--- config.mk ---
export PLATFORM = sky130hd
export DESIGN_NAME = alu_result_stage
export DESIGN_NICKNAME = d
export VERILOG_FILES = /design/src/rtl/alu_result_stage.sv
export SDC_FILE = /design/constraint.sdc
export NUM_CORES = 1
export LEC_CHECK = 0
export BUFFER_PORTS_ARGS = -buffer_cell sky130_fd_sc_hd__buf_2
export CORE_MARGIN = 5
export CORE_UTILIZATION = 45
export DETAILED_ROUTE_END_ITERATION = 8
export GPL_ROUTABILITY_DRIVEN = 0
export MAX_ROUTING_LAYER = met4
export PLACE_DENSITY = 0.75
export RECOVER_POWER = 25
export SLEW_MARGIN = 20
export SYNTH_ARGS = -nofsm -noshare
export SYNTH_HDL_FRONTEND = slang
export SYNTH_SLANG_ARGS = --single-unit
--- constraint.sdc ---
create_clock -name clk -period 2.8 [get_ports clk]
set_clock_uncertainty 0.1 [all_clocks]
set_input_delay 0.56 -clock clk [delete_from_list [all_inputs] [get_ports clk]]
set_output_delay 0.56 -clock clk [all_outputs]
set_load 0.01 [all_outputs]
--- src/rtl/alu_result_stage.sv ---
// EX/MEM register stage behind the 32-bit ALU: beq resolution,
// overflow/illegal-op traps with EPC/cause, valid/ready on both sides.
module alu_result_stage #(
  parameter logic [4:0] OVF_CAUSE = 5'd12,
  parameter logic [4:0] RI_CAUSE  = 5'd10
) (
  input  logic        clk,
  input  logic        rst_n,
  input  logic        in_valid,
  output logic        in_ready,
  input  logic [31:0] alu_sum,
  input  logic        alu_zout,
  input  logic        alu_overflow,
  input  logic [2:0]  gin,
  input  logic [31:0] pc_plus4,
  input  logic [31:0] imm,
  input  logic        branch,
  input  logic        ovf_check,
  input  logic [4:0]  rd,
  input  logic        reg_write,
  input  logic        mem_read,
  input  logic        mem_write,
  input  logic [31:0] store_data,
  input  logic        flush,
  output logic        out_valid,
  input  logic        out_ready,
  output logic [31:0] out_result,
  output logic [31:0] out_store_data,
  output logic [4:0]  out_rd,
  output logic        out_reg_write,
  output logic        out_mem_read,
  output logic        out_mem_write,
  output logic        br_taken,
  output logic [31:0] br_target,
  output logic        exc_req,
  input  logic        exc_ack,
  output logic [31:0] epc,
  output logic [4:0]  cause
);

  typedef enum logic {
    RUN  = 1'b0,
    TRAP = 1'b1
  } state_e;

  typedef struct packed {
    logic [31:0] result;
    logic [31:0] store_data;
    logic [31:0] br_target;
    logic [4:0]  rd;
    logic        reg_write;
    logic        mem_read;
    logic        mem_write;
    logic        br_taken;
  } ex_mem_t;

  state_e      state_q, state_d;
  ex_mem_t     bund_q, bund_d;
  logic        valid_q, valid_d;
  logic        exc_q, exc_d;
  logic [31:0] epc_q, epc_d;
  logic [4:0]  cause_q, cause_d;

  logic        legal;
  logic        addsub;
  logic        ovf_trap;
  logic        ill_trap;
  logic        xfer;
  logic        pop;
  logic        trap;
  ex_mem_t     bund_in;

  always_comb begin
    legal  = 1'b0;
    addsub = 1'b0;
    unique case (gin)
      3'b010,
      3'b110: begin
        legal  = 1'b1;
        addsub = 1'b1;
      end
      3'b111,
      3'b000,
      3'b001: legal = 1'b1;
      default: legal = 1'b0;
    endcase
  end

  assign ill_trap = ~legal;
  assign ovf_trap = ovf_check & alu_overflow & addsub;

  assign xfer = in_valid & in_ready;
  assign pop  = valid_q & out_ready;
  assign trap = xfer & (ill_trap | ovf_trap);

  always_comb begin
    bund_in            = '0;
    bund_in.result     = alu_sum;
    bund_in.store_data = store_data;
    bund_in.br_target  = pc_plus4 + (imm << 2);
    bund_in.rd         = rd;
    bund_in.reg_write  = reg_write;
    bund_in.mem_read   = mem_read;
    bund_in.mem_write  = mem_write;
    bund_in.br_taken   = branch & alu_zout;
  end

  // State register
  always_ff @(posedge clk or negedge rst_n) begin
    if (!rst_n) begin
      state_q <= RUN;
    end else begin
      state_q <= state_d;
    end
  end

  // Next-state logic
  always_comb begin
    state_d = state_q;
    unique case (state_q)
      RUN:  if (trap) state_d = TRAP;
      TRAP: if (exc_ack) state_d = RUN;
      default: state_d = RUN;
    endcase
  end

  // Output logic
  always_comb begin
    in_ready = (state_q == RUN) & ~flush
             & (~valid_q | out_ready);
  end

  always_comb begin
    valid_d = valid_q;
    bund_d  = bund_q;
    if (pop) begin
      valid_d = 1'b0;
    end
    if (xfer) begin
      valid_d = ~trap;
      if (!trap) begin
        bund_d = bund_in;
      end
    end
    if (flush) begin
      valid_d = 1'b0;
    end
    // A stale taken flag must never outlive its bundle.
    bund_d.br_taken = bund_d.br_taken & valid_d;
  end

  always_comb begin
    exc_d   = exc_q;
    epc_d   = epc_q;
    cause_d = cause_q;
    if ((state_q == TRAP) && exc_ack) begin
      exc_d = 1'b0;
    end
    if (trap) begin
      exc_d   = 1'b1;
      epc_d   = pc_plus4 - 32'd4;
      cause_d = ill_trap ? RI_CAUSE : OVF_CAUSE;
    end
  end

  always_ff @(posedge clk or negedge rst_n) begin
    if (!rst_n) begin
      valid_q <= 1'b0;
      bund_q  <= '0;
      exc_q   <= 1'b0;
      epc_q   <= '0;
      cause_q <= '0;
    end else begin
      valid_q <= valid_d;
      bund_q  <= bund_d;
      exc_q   <= exc_d;
      epc_q   <= epc_d;
      cause_q <= cause_d;
    end
  end

  assign out_valid      = valid_q;
  assign out_result     = bund_q.result;
  assign out_store_data = bund_q.store_data;
  assign out_rd         = bund_q.rd;
  assign out_reg_write  = bund_q.reg_write;
  assign out_mem_read   = bund_q.mem_read;
  assign out_mem_write  = bund_q.mem_write;
  assign br_taken       = bund_q.br_taken;
  assign br_target      = bund_q.br_target;
  assign exc_req        = exc_q;
  assign epc            = epc_q;
  assign cause          = cause_q;

endmodule

After elaboration in Yosys (flattened, before gate mapping)
Cells that the tools add are included.
{"block": "word_totals", "in_bits": 149, "regBits": 145, "out_inout_bits": 145}
{"block": "op_classes", "add_sub_neg": 2, "muxes": 13, "bitwise": 16, "n_eq_ne": 4, "n_reduce_logical": 6}
{"op": "$add A32 B32 Y32", "n": 1}
{"op": "$sub A32 B3 Y32 const B", "n": 1}
{"op": "$mux W1", "n": 11}
{"op": "$and A1 B1 Y1", "n": 9}
{"op": "$eq A3 B3 Y1 const B", "n": 2}
{"op": "$not A1 Y1", "n": 5}
{"op": "$reduce_or A5 Y1", "n": 1}
{"op": "$eq A3 B1 Y1 const B", "n": 1}
{"op": "$eq A3 B2 Y1 const B", "n": 1}
{"op": "$logic_not A3 Y1", "n": 1}
{"op": "$mux W3", "n": 1}
{"op": "$or A1 B1 Y1", "n": 2}
{"op": "$pmux W1 S2", "n": 1}
{"op": "$reduce_and A2 Y1", "n": 1}
{"op": "$reduce_bool A2 Y1", "n": 1}
{"op": "$reduce_or A2 Y1", "n": 1}
{"op": "$logic_and A1 B1 Y1", "n": 1}

Depth between registers and ports, before layout
{"block": "logic_depth", "word_depth": 10, "ltp_mapped": 10, "depth_no_buf": 10}

Least setup slack after synthesis
No wires, ideal clock.
{"block": "synth_timing", "path_kind": "input port to flip-flop", "startpoint": "input pc_plus4[13]", "endpoint": "register epc_q[29] (netlist: epc[29])", "path_buffers": 0, "arrival_time_ps": 2662, "setup_slack_ps": -81, "stages": 7, "path_cell_list": "or3_4 > or4_4 > or3_4 > or4_4 > nor4_4 > xnor2_1 > o21ai_2"}
{"block": "synth_between", "elab_chain_len": 1}
{"item": "from (decl)", "line_no": "15", "rtl": "input logic [31:0] pc_plus4,"}
{"item": "$sub A32 B3 Y32", "line_no": "161", "rtl": "epc_d = pc_plus4 - 32'd4;"}
{"item": "to (signal assigned)", "line_no": "177", "rtl": "epc_q <= epc_d;"}
{"item": "to (decl)", "line_no": "61", "rtl": "logic [31:0] epc_q, epc_d;"}
Every way passes these cells.
A chain may end at the register's enable or synchronous reset.

Final worst setup path
{"block": "layout_timing", "startpoint": "input pc_plus4[11]", "endpoint": "register epc_q[29] (netlist: epc[29])"}
Same word-level chain as after synthesis.

==> metrics.yaml <==
drt:
  wl_per_cell_microns: 15.3
  viasPerCell: 4.97
  drt_wl_total_microns: 22200
  drc_errors: 0
  dr.pass1.iters: 5
  drt-initial-drc-count: 406
  vias: 7188
  antenna_left: 0
sta:
  drv_slew: 0
  finalSetupViolCount: 0
  rsz0062_at_grt: "false"
  hold_viol: 0
  worst_pin_slew_ps: 1180
  fmax_mhz: 384
  fin_tns_setup_ps: 0
  final.period_utilization: 0.931
  slew-limit-headroom: 0.210
  period_needed_ps: 2610
logic_synthesis:
  synth-edff-count: 0
  synthSimpleGateAreaFrac: 0.246
  async_flop_share: 1.00
  yosysUniqueCellTypes: 61
  yosysWarnings: 0
  synth_compound_area_frac: 0.130
  synth_seq_area_share: 0.480
  synthesis.area_sq_um: 7460
  syn_inst: 866
  synth-seq-cells: 143
  synth_top_family_by_area: "simple AND/OR/NAND/NOR gates"
  synth_ff_type: "dfrtp_1"
  synth-xor-area-share: 0.0575
  synthAdderAreaFrac: 0.0530
  synth_mux_area_frac: 0.00151
  syn_area_per_cell_sq_um: 8.61
floorplanning:
  start_util: 0.455
  die_w_microns: 139
  die_h_microns: 139
  rows: 47
  core_sq_um: 16400
  io_pins: 294
  die-area_sq_um: 19200
clock_tree:
  cts_tree: "yes"
  root_buffer: "clkbuf_16"
  cts_max_level: 4
  post_cts_buffers: 0
  clk-insertion-delay-late_ps: 420
  clk_pin_slew_ps: 60
  cts_resized: 0
  numCtsBuffers: 17
  clock_path_buffers: 2
  cts.sinks: 143
  cts_hold_buf: 1
global_route:
  antenna_found_initial: 4
  grt-ovfl-total: 0
  grt_pass1_wl_microns: 36200
  grt_max_degree: 65
  grt_pass1_vias: 7185
  gr-usage-all-layers: 0.236
critical_path:
  crit_end: "epc[29]"
  startpoint: "pc_plus4[11]"
  r2r-start: "out_valid"
  r2r-end: "br_target[25]"
  rrSetupSlack_ps: 600
  cp_max_fo: 4
  end_kind: "flop"
  worst_setup_path_start_kind: "input pin"
  worstSetupPathType: "input pin to flop"
  required_ps: 3000
  reg2regPathDepth: 6
  crit_arrival_ps: 2810
cells_and_area:
  fin_nets: 1390
  area_growth_pct: 37.3
  drive_gt1_frac: 0.337
  fillCellCount: 1426
  fin_util: 0.624
run:
  drv_cap: 0
pwr:
  leakage_nw: 5.45
  seqPwrFrac: 0.401
  swShare: 0.346
  p_per_area_nw_per_um2: 704
  cellInternalPower_mw: 4.72
  ir_worst_vdd_mv: 0.421
  p_sw_mw: 2.49
  comb_power_share: 0.305
  pwr-share-clk: 0.294
place:
  dp_hpwl_microns: 17400
  numPortBuffers: 289
run_status:
  status: "finished clean"
worst_hold_path:
  hp-class: "input pin to flop"
## placed cells by master, fill, tap and decap left out, types with 15 or more instances in the layout
cell type	n
o21ai_0	60
clkbuf_16	17
nand2_1	316
xor2_1	16
a21o_1	16
buf_2	288
ha_1	30
nor2_1	25
dfrtp_1	143
xnor2_1	33
nor3_1	15
a21oi_1	33
nand3_1	20
buf_4	69
## power groups by stage
stage,clock network [mW],logic (mW),registers (mW)
after floorplan,0,0.798,3.19
after global placement,0,2.18,2.91
after detailed placement,0,2.23,2.92
after CTS,2.18,2.24,2.89
after global routing,2.27,2.44,2.96
final,2.12,2.20,2.89
## sequential cells by signal, summed over array words and instances, names as in the netlist
register	count
br_target	32
epc	32
out_result	32
out_store_data	32
out_rd	5
cause	3
br_taken	1
exc_req	1
out_mem_read	1
out_mem_write	1
out_reg_write	1
out_valid	1
state_q	1
## Yosys cell counts, types with 2 or more instances
master     instances  share of area
clkbuf_1          32          0.016
clkbuf_8           2         0.0037
a21o_1            16          0.016
and3_1             4         0.0034
buf_4              3         0.0030
dfrtp_1          143           0.48
or3_1              6         0.0050
nor3_1            15          0.010
nor2_1            26          0.013
o211ai_1           5         0.0050
nor2b_1            6         0.0050
or4_4              2         0.0030
nand4_1            5         0.0042
buf_1              5         0.0025
ha_1              30          0.050
o21ai_1            4         0.0027
o21a_1             4         0.0040
xor2_1            16          0.019
a211oi_1           4         0.0040
xnor2_1           33          0.039
nor4_1             5         0.0042
o22ai_1            2         0.0017
nand2b_1           7         0.0059
a311oi_1           3         0.0035
or4_1              2         0.0020
o2111ai_1          3         0.0035
and4_1             2         0.0023
inv_1             12         0.0060
nand2_1          316           0.16
a31oi_1            6         0.0050
o311ai_0           2         0.0023
or3_4              2         0.0030
o21ai_0           60          0.040
o21bai_1           3         0.0030
a21oi_1           33          0.022
a22oi_1            2         0.0020
nand3_1           21          0.014
## area by class of cell
type                       count  area (sq um)  area share
inverter                      12          45.0     0.00440
timing repair buffer         366          2110       0.207
tap                          220           275      0.0269
clock buffer                  18           429      0.0419
multi-input combinational    670          3660       0.358
clock inverter                14           121      0.0119
antenna                        4          10.0    0.000978
sequential                   143          3580       0.350
## kinds of logic after synthesis
| kind of cell | count (synthesis) |
|---|---|
| AND/OR/NAND/NOR | 428 |
| AO/OA/AOI/OAI | 159 |
| flip-flops | 143 |
| buffers and inverters | 54 |
| XOR/XNOR | 49 |
| adder cells (fa/ha/maj) | 31 |
| other | 1 |
| multiplexers | 1 |
## worst min path at each step
stage                              from             to  cells past startpoint
final                           exc_ack        state_q                      2
after global routing              flush      out_valid                      2
after CTS                       exc_ack        state_q                      2
after detailed placement  br_target[13]  br_target[13]                      2
after global placement         cause[3]       cause[3]                      1
after floorplan                   rst_n       br_taken                      0
## metal layers
metal  share of wire  routed length, microns  global-route usage
met1            0.41                    9100               0.274
met2            0.50                   11000               0.400
met3           0.074                    1650              0.0703
met5               0                       0                   -
met4           0.019                     420              0.0690
## metrics by stage
step	total power, mW	setup WS (ps)	area (sq um)	hold slack, ps	cells
floorplan	3.99	-80.7	7470	164	867
global placement	5.09	-206	9670	346	1410
global route	7.67	107	10200	212	1447
finish	7.21	194	10200	226	1447
CTS	7.30	213	10200	205	1443
detailed placement	5.15	-231	9670	356	1410
## critical path, stage by stage
cell	delay (ps)
buf_2	130
or3_4	370
or4_4	490
or3_4	380
or4_4	480
nor4_4	170
xnor2_1	160
o21ai_2	70
Note: power is estimated with default switching activity, not from simulation.
